`config.mk`:
```
export PLATFORM = sky130hd
export DESIGN_NAME = serial_mult_ctrl_flat
export DESIGN_NICKNAME = d
export VERILOG_FILES = /design/src/rtl/mult_pkg.sv /design/src/rtl/serial_mult_ctrl_if.sv /design/src/rtl/fullAdder.sv /design/src/rtl/serial_mult_ctrl.sv /design/src/flat_wrapper.sv
export SDC_FILE = /design/constraint.sdc
export NUM_CORES = 1
export LEC_CHECK = 0
export BUFFER_PORTS_ARGS = -buffer_cell sky130_fd_sc_hd__buf_2
export CAP_MARGIN = 30
export CORE_ASPECT_RATIO = 1.5
export CORE_MARGIN = 2
export CORE_UTILIZATION = 49
export DETAILED_ROUTE_END_ITERATION = 10
export HOLD_SLACK_MARGIN = 0.06
export PLACE_DENSITY = 0.8
export SLEW_MARGIN = 20
export SYNTH_ARGS = -nofsm -noshare
export SYNTH_HDL_FRONTEND = slang
export SYNTH_SLANG_ARGS = --single-unit
```
`constraint.sdc`:
```
create_clock -name clk -period 1.4 [get_ports clk]
set_input_delay 0.14 -clock clk [delete_from_list [all_inputs] [get_ports clk]]
set_output_delay 0.14 -clock clk [all_outputs]
set_load 0.01 [all_outputs]
```
`src/rtl/mult_pkg.sv`:
```
// Shared definitions for the multiplier subsystem.
//   mult_state_t : 2-bit FSM encoding (IDLE/ADD/SHIFT/DONE) reused by multiplier blocks.
//   clog2        : constant function sizing counters.
package mult_pkg;

  typedef enum logic [1:0] {
    IDLE  = 2'd0,
    ADD   = 2'd1,
    SHIFT = 2'd2,
    DONE  = 2'd3
  } mult_state_t;

  function automatic int unsigned clog2(input int unsigned n);
    int unsigned r;
    r = 0;
    while ((32'd1 << r) < n) r++;
    return r;
  endfunction

endpackage

```
`src/rtl/serial_mult_ctrl_if.sv`:
```
// Operand/product handshake bundle for serial_mult_ctrl.
//   in_valid/in_ready/a/b        : operand channel (valid/ready)
//   out_valid/out_ready/product  : result channel (valid/ready)
//   busy                         : engine occupied
// master = producer/consumer side, slave = multiplier side.
interface serial_mult_ctrl_if #(
  parameter int unsigned WIDTH = 8
);
  logic                   in_valid;
  logic                   in_ready;
  logic [WIDTH-1:0]       a;
  logic [WIDTH-1:0]       b;
  logic                   out_valid;
  logic                   out_ready;
  logic [2*WIDTH-1:0]     product;
  logic                   busy;

  modport master (
    output in_valid, a, b, out_ready,
    input  in_ready, out_valid, product, busy
  );

  modport slave (
    input  in_valid, a, b, out_ready,
    output in_ready, out_valid, product, busy
  );
endinterface

```
`src/rtl/fullAdder.sv`:
```
// Single-bit full adder cell, time-shared by the serial multiplier.
//   x, y, cin : addend bits and carry in
//   sum, c_out: sum bit and carry out
module fullAdder (
  input  logic x,
  input  logic y,
  input  logic cin,
  output logic sum,
  output logic c_out
);
  assign sum   = x ^ y ^ cin;
  assign c_out = (x & y) | (cin & (x ^ y));
endmodule

```
`src/rtl/serial_mult_ctrl.sv`:
```
// Bit-serial shift-add unsigned multiplier using one shared full adder.
// Each multiplier bit costs one ADD pass (WIDTH cycles, one adder bit per
// cycle) followed by one SHIFT cycle; one operation in flight at a time.
//   clk, rst : clock, synchronous active-high reset
//   bus      : serial_mult_ctrl_if.slave (a/b valid/ready in, product valid/ready out, busy)
// Optional build macro SERIAL_MULT_SKIP_ZERO_EN: zero multiplier bits skip
// their ADD pass (1 cycle instead of WIDTH+1). Products are identical.
module serial_mult_ctrl
  import mult_pkg::*;
#(
  parameter int unsigned WIDTH = 8
) (
  input  logic              clk,
  input  logic              rst,
  serial_mult_ctrl_if.slave bus
);

  localparam int unsigned   CW   = (clog2(WIDTH) < 1) ? 1 : clog2(WIDTH);
  localparam logic [CW-1:0] LAST = CW'(WIDTH - 1);

  mult_state_t          state, state_next;
  logic [2*WIDTH-1:0]   p;
  logic [2*WIDTH-1:0]   p_shifted;
  logic [2*WIDTH-1:0]   product_q;
  logic [WIDTH-1:0]     mcand_sr;
  logic [CW-1:0]        iter;
  logic [CW-1:0]        bitcnt;
  logic                 carry;
  logic                 mbit;
  logic                 fa_y;
  logic                 fa_sum;
  logic                 fa_cout;
  logic                 accept;

  assign accept    = (state == IDLE) && bus.in_valid;
  // The lower half of P is untouched during ADD, so its LSB is the current
  // multiplier bit; after SHIFT it holds the next one. No separate flop needed.
  assign mbit      = p[0];
  assign fa_y      = mcand_sr[0] & mbit;
  assign p_shifted = {carry, p[2*WIDTH-1:1]};

  fullAdder u_fa (
    .x     (p[WIDTH]),
    .y     (fa_y),
    .cin   (carry),
    .sum   (fa_sum),
    .c_out (fa_cout)
  );

  always_ff @(posedge clk) begin
    if (rst) state <= IDLE;
    else     state <= state_next;
  end

  always_comb begin
    state_next = state;
    unique case (state)
      IDLE: begin
        if (accept) begin
`ifdef SERIAL_MULT_SKIP_ZERO_EN
          state_next = bus.b[0] ? ADD : SHIFT;
`else
          state_next = ADD;
`endif
        end
      end
      ADD: begin
        if (bitcnt == LAST) state_next = SHIFT;
      end
      SHIFT: begin
        if (iter == LAST) begin
          state_next = DONE;
        end else begin
`ifdef SERIAL_MULT_SKIP_ZERO_EN
          // p[1] becomes the multiplier bit once this shift lands.
          state_next = p[1] ? ADD : SHIFT;
`else
          state_next = ADD;
`endif
        end
      end
      DONE: begin
        if (bus.out_ready) state_next = IDLE;
      end
      default: state_next = IDLE;
    endcase
  end

  always_ff @(posedge clk) begin
    if (rst) begin
      p         <= '0;
      mcand_sr  <= '0;
      iter      <= '0;
      bitcnt    <= '0;
      carry     <= 1'b0;
      product_q <= '0;
    end else begin
      unique case (state)
        IDLE: begin
          if (accept) begin
            mcand_sr <= bus.a;
            p        <= {{WIDTH{1'b0}}, bus.b};
            iter     <= '0;
            bitcnt   <= '0;
            carry    <= 1'b0;
          end
        end
        ADD: begin
          // Upper half and multiplicand rotate once per adder bit; after WIDTH
          // cycles both are back in place with the upper half summed.
          p[2*WIDTH-1:WIDTH] <= {fa_sum, p[2*WIDTH-1:WIDTH+1]};
          mcand_sr           <= {mcand_sr[0], mcand_sr[WIDTH-1:1]};
          carry              <= fa_cout;
          bitcnt             <= bitcnt + 1'b1;
        end
        SHIFT: begin
          p      <= p_shifted;
          carry  <= 1'b0;
          bitcnt <= '0;
          if (iter == LAST) product_q <= p_shifted;
          else              iter      <= iter + 1'b1;
        end
        default: ;
      endcase
    end
  end

  assign bus.in_ready  = (state == IDLE);
  assign bus.out_valid = (state == DONE);
  assign bus.busy      = (state != IDLE);
  assign bus.product   = product_q;

endmodule

```
`src/flat_wrapper.sv`:
```
// flat-port wrapper written by rule: the top's interface ports become plain ports
module serial_mult_ctrl_flat import mult_pkg::*;
#(
  parameter int unsigned WIDTH = 8
)
  (clk, rst, bus_in_valid, bus_a, bus_b, bus_out_ready, bus_in_ready, bus_out_valid, bus_product, bus_busy);
  serial_mult_ctrl_if #(.WIDTH(WIDTH)) bus_i ();
  input  logic clk;
  input  logic rst;
  input wire logic [$bits(bus_i.in_valid)-1:0] bus_in_valid;
  input wire logic [$bits(bus_i.a)-1:0] bus_a;
  input wire logic [$bits(bus_i.b)-1:0] bus_b;
  input wire logic [$bits(bus_i.out_ready)-1:0] bus_out_ready;
  output wire logic [$bits(bus_i.in_ready)-1:0] bus_in_ready;
  output wire logic [$bits(bus_i.out_valid)-1:0] bus_out_valid;
  output wire logic [$bits(bus_i.product)-1:0] bus_product;
  output wire logic [$bits(bus_i.busy)-1:0] bus_busy;
  assign bus_i.in_valid = bus_in_valid;
  assign bus_i.a = bus_a;
  assign bus_i.b = bus_b;
  assign bus_i.out_ready = bus_out_ready;
  assign bus_in_ready = bus_i.in_ready;
  assign bus_out_valid = bus_i.out_valid;
  assign bus_product = bus_i.product;
  assign bus_busy = bus_i.busy;
  serial_mult_ctrl #(.WIDTH(WIDTH)) u_core (.clk(clk), .rst(rst), .bus(bus_i));
endmodule
```
---- Yosys cells after proc, flatten, opt, wreduce, memory -nomap -nowiden ----
Index checks and enable logic that the tools add are counted.
storage, ports and cells
  bits in registers ....................... 49
  word-level logic and storage cells ...... 53
cells by class
  eq/ne operators ......................... 9
  mux-type cells .......................... 16
  bitwise operators ....................... 6
  $add $sub $neg .......................... 2
  reductions and logical operators ........ 12
operators by type and width
  kind                                                                     number
  8-bit case mux with 2 select lines                                       2
  8-bit case mux with 3 select lines                                       1
  16-bit 2-to-1 mux                                                        1
  3-bit case mux with 3 select lines                                       1
  2-bit 2-to-1 mux                                                         4
  8-bit 2-to-1 mux                                                         1
  2-bit case mux with 4 select lines                                       1
  2-bit AND reduction                                                      4
  3-bit by 1-bit adder with 3-bit output, second input constant            2
  3-bit == test, second input constant                                     2
  3-bit 2-to-1 mux                                                         2
  3-bit case mux with 2 select lines                                       1
  3-bit AND reduction                                                      2
  2-bit nonzero test                                                       3
  2-bit == test, second input constant                                     2
  2-bit by 1-bit inequality test with 1-bit output, second input constant  2
  2-bit inequality test, second input constant                             2
  1-bit bitwise AND                                                        3
  1-bit case mux with 3 select lines                                       1
  3-bit nonzero test                                                       1
  2-bit by 1-bit == test with 1-bit output, second input constant          1
  2-bit logical NOT                                                        1
  1-bit bitwise XOR                                                        2
  1-bit logical AND                                                        1
  2 further kinds                                                          2

---- Depth between registers and ports, before layout ----
  word-level depth ........................ 5
  gate-level depth with buffers ........... 8
  mapped depth without buffers ............ 5

---- Cells and area by module ----
A second synthesis with hierarchy kept.
second synthesis, totals
  cell total of the unflattened synthesis .. 243
  area total of the unflattened synthesis .. 2210.9 sq um
by module, submodules not included
  module            sequential area each (sq um)  times used  cells an instance  area each (sq um)
  serial_mult_ctrl  980.9                         1           242                2190.9
  fullAdder         0.0                           1           1                  20.0

---- Worst setup path after synthesis ----
Ideal clock, no wire load.
  kind .................................... reg-to-reg
  start point ............................. reg u_core.state[0]
  end point ............................... reg u_core.iter[0]
  library setup time ...................... 0.134 ns
  arrival time ............................ 1.444 ns
  cell stages (with the launch flop) ...... 8
  path slack .............................. -0.178 ns
  required time ........................... 1.266 ns
  period minus slack after synthesis ...... 1.578 ns
  path through ............................ dfxtp_1 inv_1 ha_1 buf_6 mux2_4 buf_6 nand4b_1 a21oi_1
between the ends
  word-level cells in the longest chain between the ends .. 4
  elaborated cells between the ends (all ways) .. 8
  those cells by class .................... eq/ne: 3; mux: 1; reduce/logical: 4
RTL lines
  item                                                        RTL line                 text
  start: declaration                                          serial_mult_ctrl.sv:21   mult_state_t state, state_next;
  start signal: assignment                                    serial_mult_ctrl.sv:52   else state <= state_next;
  2-bit logical NOT (*)                                       -
  named net bus_in_ready                                      flat_wrapper.sv:14       output wire logic [$bits(bus_i.in_ready)-1:0] bus_in_ready;
  1-bit logical AND                                           serial_mult_ctrl.sv:35   assign accept = (state == IDLE) && bus.in_valid;
  2-bit by 1-bit inequality test with 1-bit output (no line)  -
  3-bit AND reduction (no line)                               -
  end signal: assignment                                      serial_mult_ctrl.sv:121  else iter <= iter + 1'b1;
  end: declaration                                            serial_mult_ctrl.sv:26   logic [CW-1:0] iter;
The timed path passes the listed nets; every way through them passes the cells marked *.
A chain may end at the register's enable or synchronous reset.

---- Worst setup path after layout ----
  start point ............................. reg u_core.state[1]
  end point ............................... reg u_core.bitcnt[0]
between the ends
  word-level cells in the longest chain between the ends .. 4
  elaborated cells between the ends (all ways) .. 8
  those cells by class .................... eq/ne: 3; mux: 1; reduce/logical: 4
RTL lines
  item                                                        RTL line                                        text
  2-bit logical NOT                                           serial_mult_ctrl.sv:35, serial_mult_ctrl.sv:98
  1-bit logical AND                                           serial_mult_ctrl.sv:35
  2-bit by 1-bit inequality test with 1-bit output (no line)  -
  2-bit AND reduction (no line)                               -
  end signal: assignment                                      serial_mult_ctrl.sv:114                         bitcnt <= bitcnt + 1'b1;
  end: declaration                                            serial_mult_ctrl.sv:27                          logic [CW-1:0] bitcnt;
Several ways; a longest one is shown, not always the timed one.

==> impl_metrics.xml <==
<?xml version="1.0" encoding="UTF-8"?>
<metrics>
  <group name="synth">
    <metric name="async_set_reset_flop_share_out_of_synthesis" unit="">0</metric>
    <metric name="net_count_synth" unit="">268</metric>
    <metric name="area_of_the_mapped_netlist" unit="sq mm">0.00218</metric>
    <metric name="synthesis.area_per_instance" unit="sq um">9.13</metric>
    <metric name="synth_flop_cell" unit="">dfxtp_1</metric>
    <metric name="synth_largest_type_area_fraction" unit="">0.450</metric>
    <metric name="number_of_flops_mapped_to_enable_cells_by_yosys" unit="">0</metric>
    <metric name="number_of_distinct_standard_cells_referenced_by_the_synthesized_netlist" unit="">32</metric>
    <metric name="ys_ff_latch" unit="">49</metric>
    <metric name="ys.warnings.count" unit="">0</metric>
    <metric name="cell_taking_the_most_area_after_synthesis" unit="">dfxtp_1</metric>
    <metric name="main_area_contributors_after_synthesis" unit="">dfxtp_1, mux2i_1, nand2_1, a21oi_1, a211oi_1</metric>
    <metric name="post_synth_inst_count" unit="">239</metric>
    <metric name="synth_sequential_area_ratio" unit="">0.450</metric>
  </group>
  <group name="sta">
    <metric name="worst_clock_skew" unit="ns">0.0106</metric>
    <metric name="final.setup.tns" unit="ns">-0.849</metric>
    <metric name="max_freq" unit="GHz">0.663</metric>
    <metric name="report.final.slew_viol_count" unit="">0</metric>
    <metric name="final-setup-viol-count" unit="">13</metric>
    <metric name="max_slew_margin" unit="">0.702</metric>
    <metric name="hold_violations" unit="">0</metric>
    <metric name="worstMarginPinSlew" unit="ns">0.446</metric>
    <metric name="post-route-worst-setup-slack" unit="ns">-0.108</metric>
    <metric name="grt_setup_unrepaired" unit="">yes</metric>
    <metric name="min_period_over_period" unit="">1.08</metric>
    <metric name="timing.final.crit_period" unit="ns">1.51</metric>
  </group>
  <group name="worst_hold_path">
    <metric name="hold_end" unit="">u_core.p[6]</metric>
    <metric name="hold_path.startpoint" unit="">bus_b[6]</metric>
    <metric name="timing.hold.worst.class" unit="">input pin to flip-flop</metric>
    <metric name="worstHoldPathCells" unit="">3</metric>
  </group>
  <group name="power_and_ir_drop">
    <metric name="clock_power_share" unit="">0.198</metric>
    <metric name="net-switching-power" unit="mW">1.56</metric>
    <metric name="seqPwrFrac" unit="">0.389</metric>
    <metric name="power.combinational.fraction" unit="">0.413</metric>
    <metric name="p_sw_frac" unit="">0.354</metric>
    <metric name="power.leakage" unit="nW">1.08</metric>
    <metric name="internal_power" unit="mW">2.85</metric>
    <metric name="max_vdd_drop" unit="V">0.00132</metric>
    <metric name="fin_total_pwr" unit="mW">4.42</metric>
    <metric name="powerDensity" unit="mW/mm^2">1640</metric>
  </group>
  <group name="global_route">
    <metric name="total_overflow_reported_by_the_global_router" unit="">0</metric>
    <metric name="grt_start_max_net_pins" unit="">50</metric>
    <metric name="via_count_of_the_first_global_routing_pass" unit="">1739</metric>
    <metric name="use_met2" unit="">0.332</metric>
    <metric name="gr-usage-all-layers" unit="">0.200</metric>
    <metric name="grt.busiest_layer" unit="">met2</metric>
    <metric name="grt_first_pass_wirelength" unit="mm">7.80</metric>
    <metric name="grt_antenna_before_repair" unit="">0</metric>
    <metric name="gr-usage-met1" unit="">0.248</metric>
    <metric name="gr-usage-met3" unit="">0.0332</metric>
  </group>
  <group name="setup_path">
    <metric name="endpoint_class_of_the_critical_path" unit="">flip-flop</metric>
    <metric name="ws_path_type" unit="">flip-flop to flip-flop</metric>
    <metric name="critical_path_peak_fanout" unit="">15</metric>
    <metric name="regToRegSetupSlack" unit="ns">-0.11</metric>
    <metric name="crit_path_start_kind" unit="">flip-flop</metric>
    <metric name="depth_of_the_worst_register_to_register_path" unit="">6</metric>
    <metric name="worst_ep_required_time" unit="ns">1.64</metric>
    <metric name="critPathArrivalTime" unit="ns">1.75</metric>
    <metric name="r2r_start" unit="">u_core.state[1]</metric>
    <metric name="worstReg2RegEnd" unit="">u_core.bitcnt[0]</metric>
  </group>
  <group name="die">
    <metric name="floorplan.initialDensity" unit="">0.514</metric>
    <metric name="ios" unit="">39</metric>
    <metric name="die_w" unit="microns">58.5</metric>
    <metric name="dieArea" unit="sq mm">0.00501</metric>
    <metric name="core_area" unit="sq mm">0.00425</metric>
    <metric name="placementRows" unit="">29</metric>
    <metric name="die-height" unit="microns">85.7</metric>
  </group>
  <group name="placed_design">
    <metric name="port-buffer-count" unit="">38</metric>
    <metric name="post-place-ws" unit="ns">-0.0641</metric>
    <metric name="placed_area" unit="sq mm">0.00253</metric>
    <metric name="estimated_wirelength_of_the_detail_placed_design" unit="mm">3.13</metric>
    <metric name="finalWeightedCongestion" unit="">0.823</metric>
  </group>
  <group name="clock_tree">
    <metric name="cts_buffers" unit="">5</metric>
    <metric name="clock-sinks" unit="">49</metric>
    <metric name="clkSlewWorstSetupHoldPaths" unit="ns">0.09</metric>
    <metric name="cts_max_level" unit="">2</metric>
    <metric name="insertion_delay" unit="ns">0.31</metric>
    <metric name="clock_root_cell" unit="">clkbuf_8</metric>
    <metric name="cts_tree" unit="">yes</metric>
    <metric name="clockBufferDepth" unit="">2</metric>
  </group>
  <group name="route">
    <metric name="drt-total-wl" unit="mm">4.77</metric>
    <metric name="drtIter0Drc" unit="">58</metric>
    <metric name="drt_pre_antenna_iters" unit="">4</metric>
    <metric name="detail_route.wl_per_cell" unit="microns">14.2</metric>
    <metric name="drc" unit="">0</metric>
    <metric name="antenna_violating_nets_post_route" unit="">0</metric>
    <metric name="avgViaCountPerCell" unit="">5.54</metric>
    <metric name="routed-via-count" unit="">1857</metric>
  </group>
  <group name="finish">
    <metric name="seqCellArea" unit="sq um">985</metric>
    <metric name="insertedDiodeCount" unit="">0</metric>
    <metric name="fillCellCount" unit="">368</metric>
    <metric name="syn_to_final_growth" unit="%">23.4</metric>
    <metric name="design_area" unit="sq mm">0.00269</metric>
    <metric name="multi_input_comb_area" unit="sq mm">0.00115</metric>
    <metric name="nNetsFinal" unit="">317</metric>
    <metric name="layout-drive-gt1-share" unit="">0.336</metric>
  </group>
  <group name="job">
    <metric name="timing.max_cap.violations" unit="">0</metric>
  </group>
  <group name="run_status">
    <metric name="status" unit="">finished with violations</metric>
    <metric name="violated_checks" unit="">setup timing</metric>
  </group>
</metrics>
cell usage in the layout, fill, tap and decap left out, types with 7 or more instances in the layout:
cell type | Yosys | routed
dfxtp_1 | 49 | 46
nand2_1 | 44 | 43
buf_2 | 8 | 38
a21oi_1 | 30 | 30
buf_4 | 1 | 21
mux2i_1 | 17 | 17
nor2_1 | 17 | 13
a211oi_1 | 15 | 9
o2111ai_1 | 7 | 7
a211oi_2 | 1 | 7
worst max path at each step:
stage	startpoint	cells past startpoint	slack, ns	to
floorplan	u_core.state[0]	7	-0.04	u_core.iter[0]
global placement	u_core.p[0]	5	-0.03	u_core.p[15]
detailed placement	u_core.state[0]	5	-0.06	u_core.p[2]
CTS	u_core.p[0]	5	-0.07	u_core.p[15]
global route	u_core.state[1]	6	-0.17	u_core.bitcnt[0]
finish	u_core.state[1]	6	-0.11	u_core.bitcnt[0]
per-layer routing:
| layer | share of wire | vias to the layer above |
|---|---|---|
| li1 | - | 940 |
| met1 | 0.43 | 882 |
| met2 | 0.52 | 28 |
| met3 | 0.030 | 7 |
| met4 | 0.018 | 0 |
| met5 | 0 | - |
state kept, by name (all words and copies together), names as in the netlist:
| signal | cells |
|---|---|
| u_core.mcand_sr | 8 |
| u_core.state | 2 |
| u_core.bitcnt | 3 |
| u_core.bus.product | 16 |
| u_core.iter | 3 |
| u_core.carry | 1 |
| u_core.p | 16 |
critical path, cell delays in order, from the launching register on:
cell and delay (ns):
dfxtp_2 0.35, inv_2 0.06, ha_4 0.20, mux2i_4 0.21
buf_12 0.15, or3b_4 0.37, a21oi_2 0.11
cells in the mapped netlist (all sizes together), types with 2 or more instances:
cell and number:
a211oi 16, nand3b 3, ha 8, clkbuf 7, nand4b 2, nand4 3, buf 13, mux2 2
nand2 44, nor2 17, o2111ai 7, dfxtp 49, inv 3, o21ai 3, a21oi 31, mux2i 18
nand2b 3, and2 2
metrics by stage:
stage | std cells | util | hold slack, ns
floorplan | 239 | - | 0.368
global placement | 323 | 0.595 | 0.440
detailed placement | 323 | 0.595 | 0.444
CTS | 332 | 0.622 | 0.160
global route | 335 | 0.634 | 0.167
finish | 335 | 0.634 | 0.163
cell families (layout without fill, tap and decap cells):
| logic type | Yosys count | in the layout | share of synthesized area |
|---|---|---|---|
| buffers and inverters | 23 | 72 | 0.0562 |
| multiplexers | 20 | 21 | 0.102 |
| flip-flops | 49 | 49 | 0.450 |
| AND/OR/NAND/NOR | 77 | 77 | 0.157 |
| adder cells (fa/ha/maj) | 9 | 9 | 0.0550 |
| AO/OA/AOI/OAI | 61 | 61 | 0.181 |
power by group through the flow:
stage               clock [mW]  sequential (mW)  combinational (mW)
finish                   0.874             1.72                1.82
global route             0.947             1.75                1.99
floorplan                    0             1.72                1.28
CTS                      0.893             1.72                1.66
global placement             0             1.73                1.57
detailed placement           0             1.74                1.60
area by class of cell:
cell class / instances / area share
Sequential cell: 49 / 0.366
Clock buffer: 6 / 0.0307
Multi-Input combinational cell: 168 / 0.429
Timing Repair Buffer: 61 / 0.144
Clock inverter: 2 / 0.00511
Tap cell: 46 / 0.0214
Inverter: 3 / 0.00418
repair_timing:
action                                  CTS  global route
buffers inserted                          0             4
hold buffers                              0             0
cloned                                    1             0
resized for setup                         4             8
endpoints found under the setup margin   21            41
pin swaps                                14             0
Note: power is estimated with default switching activity, not from simulation.
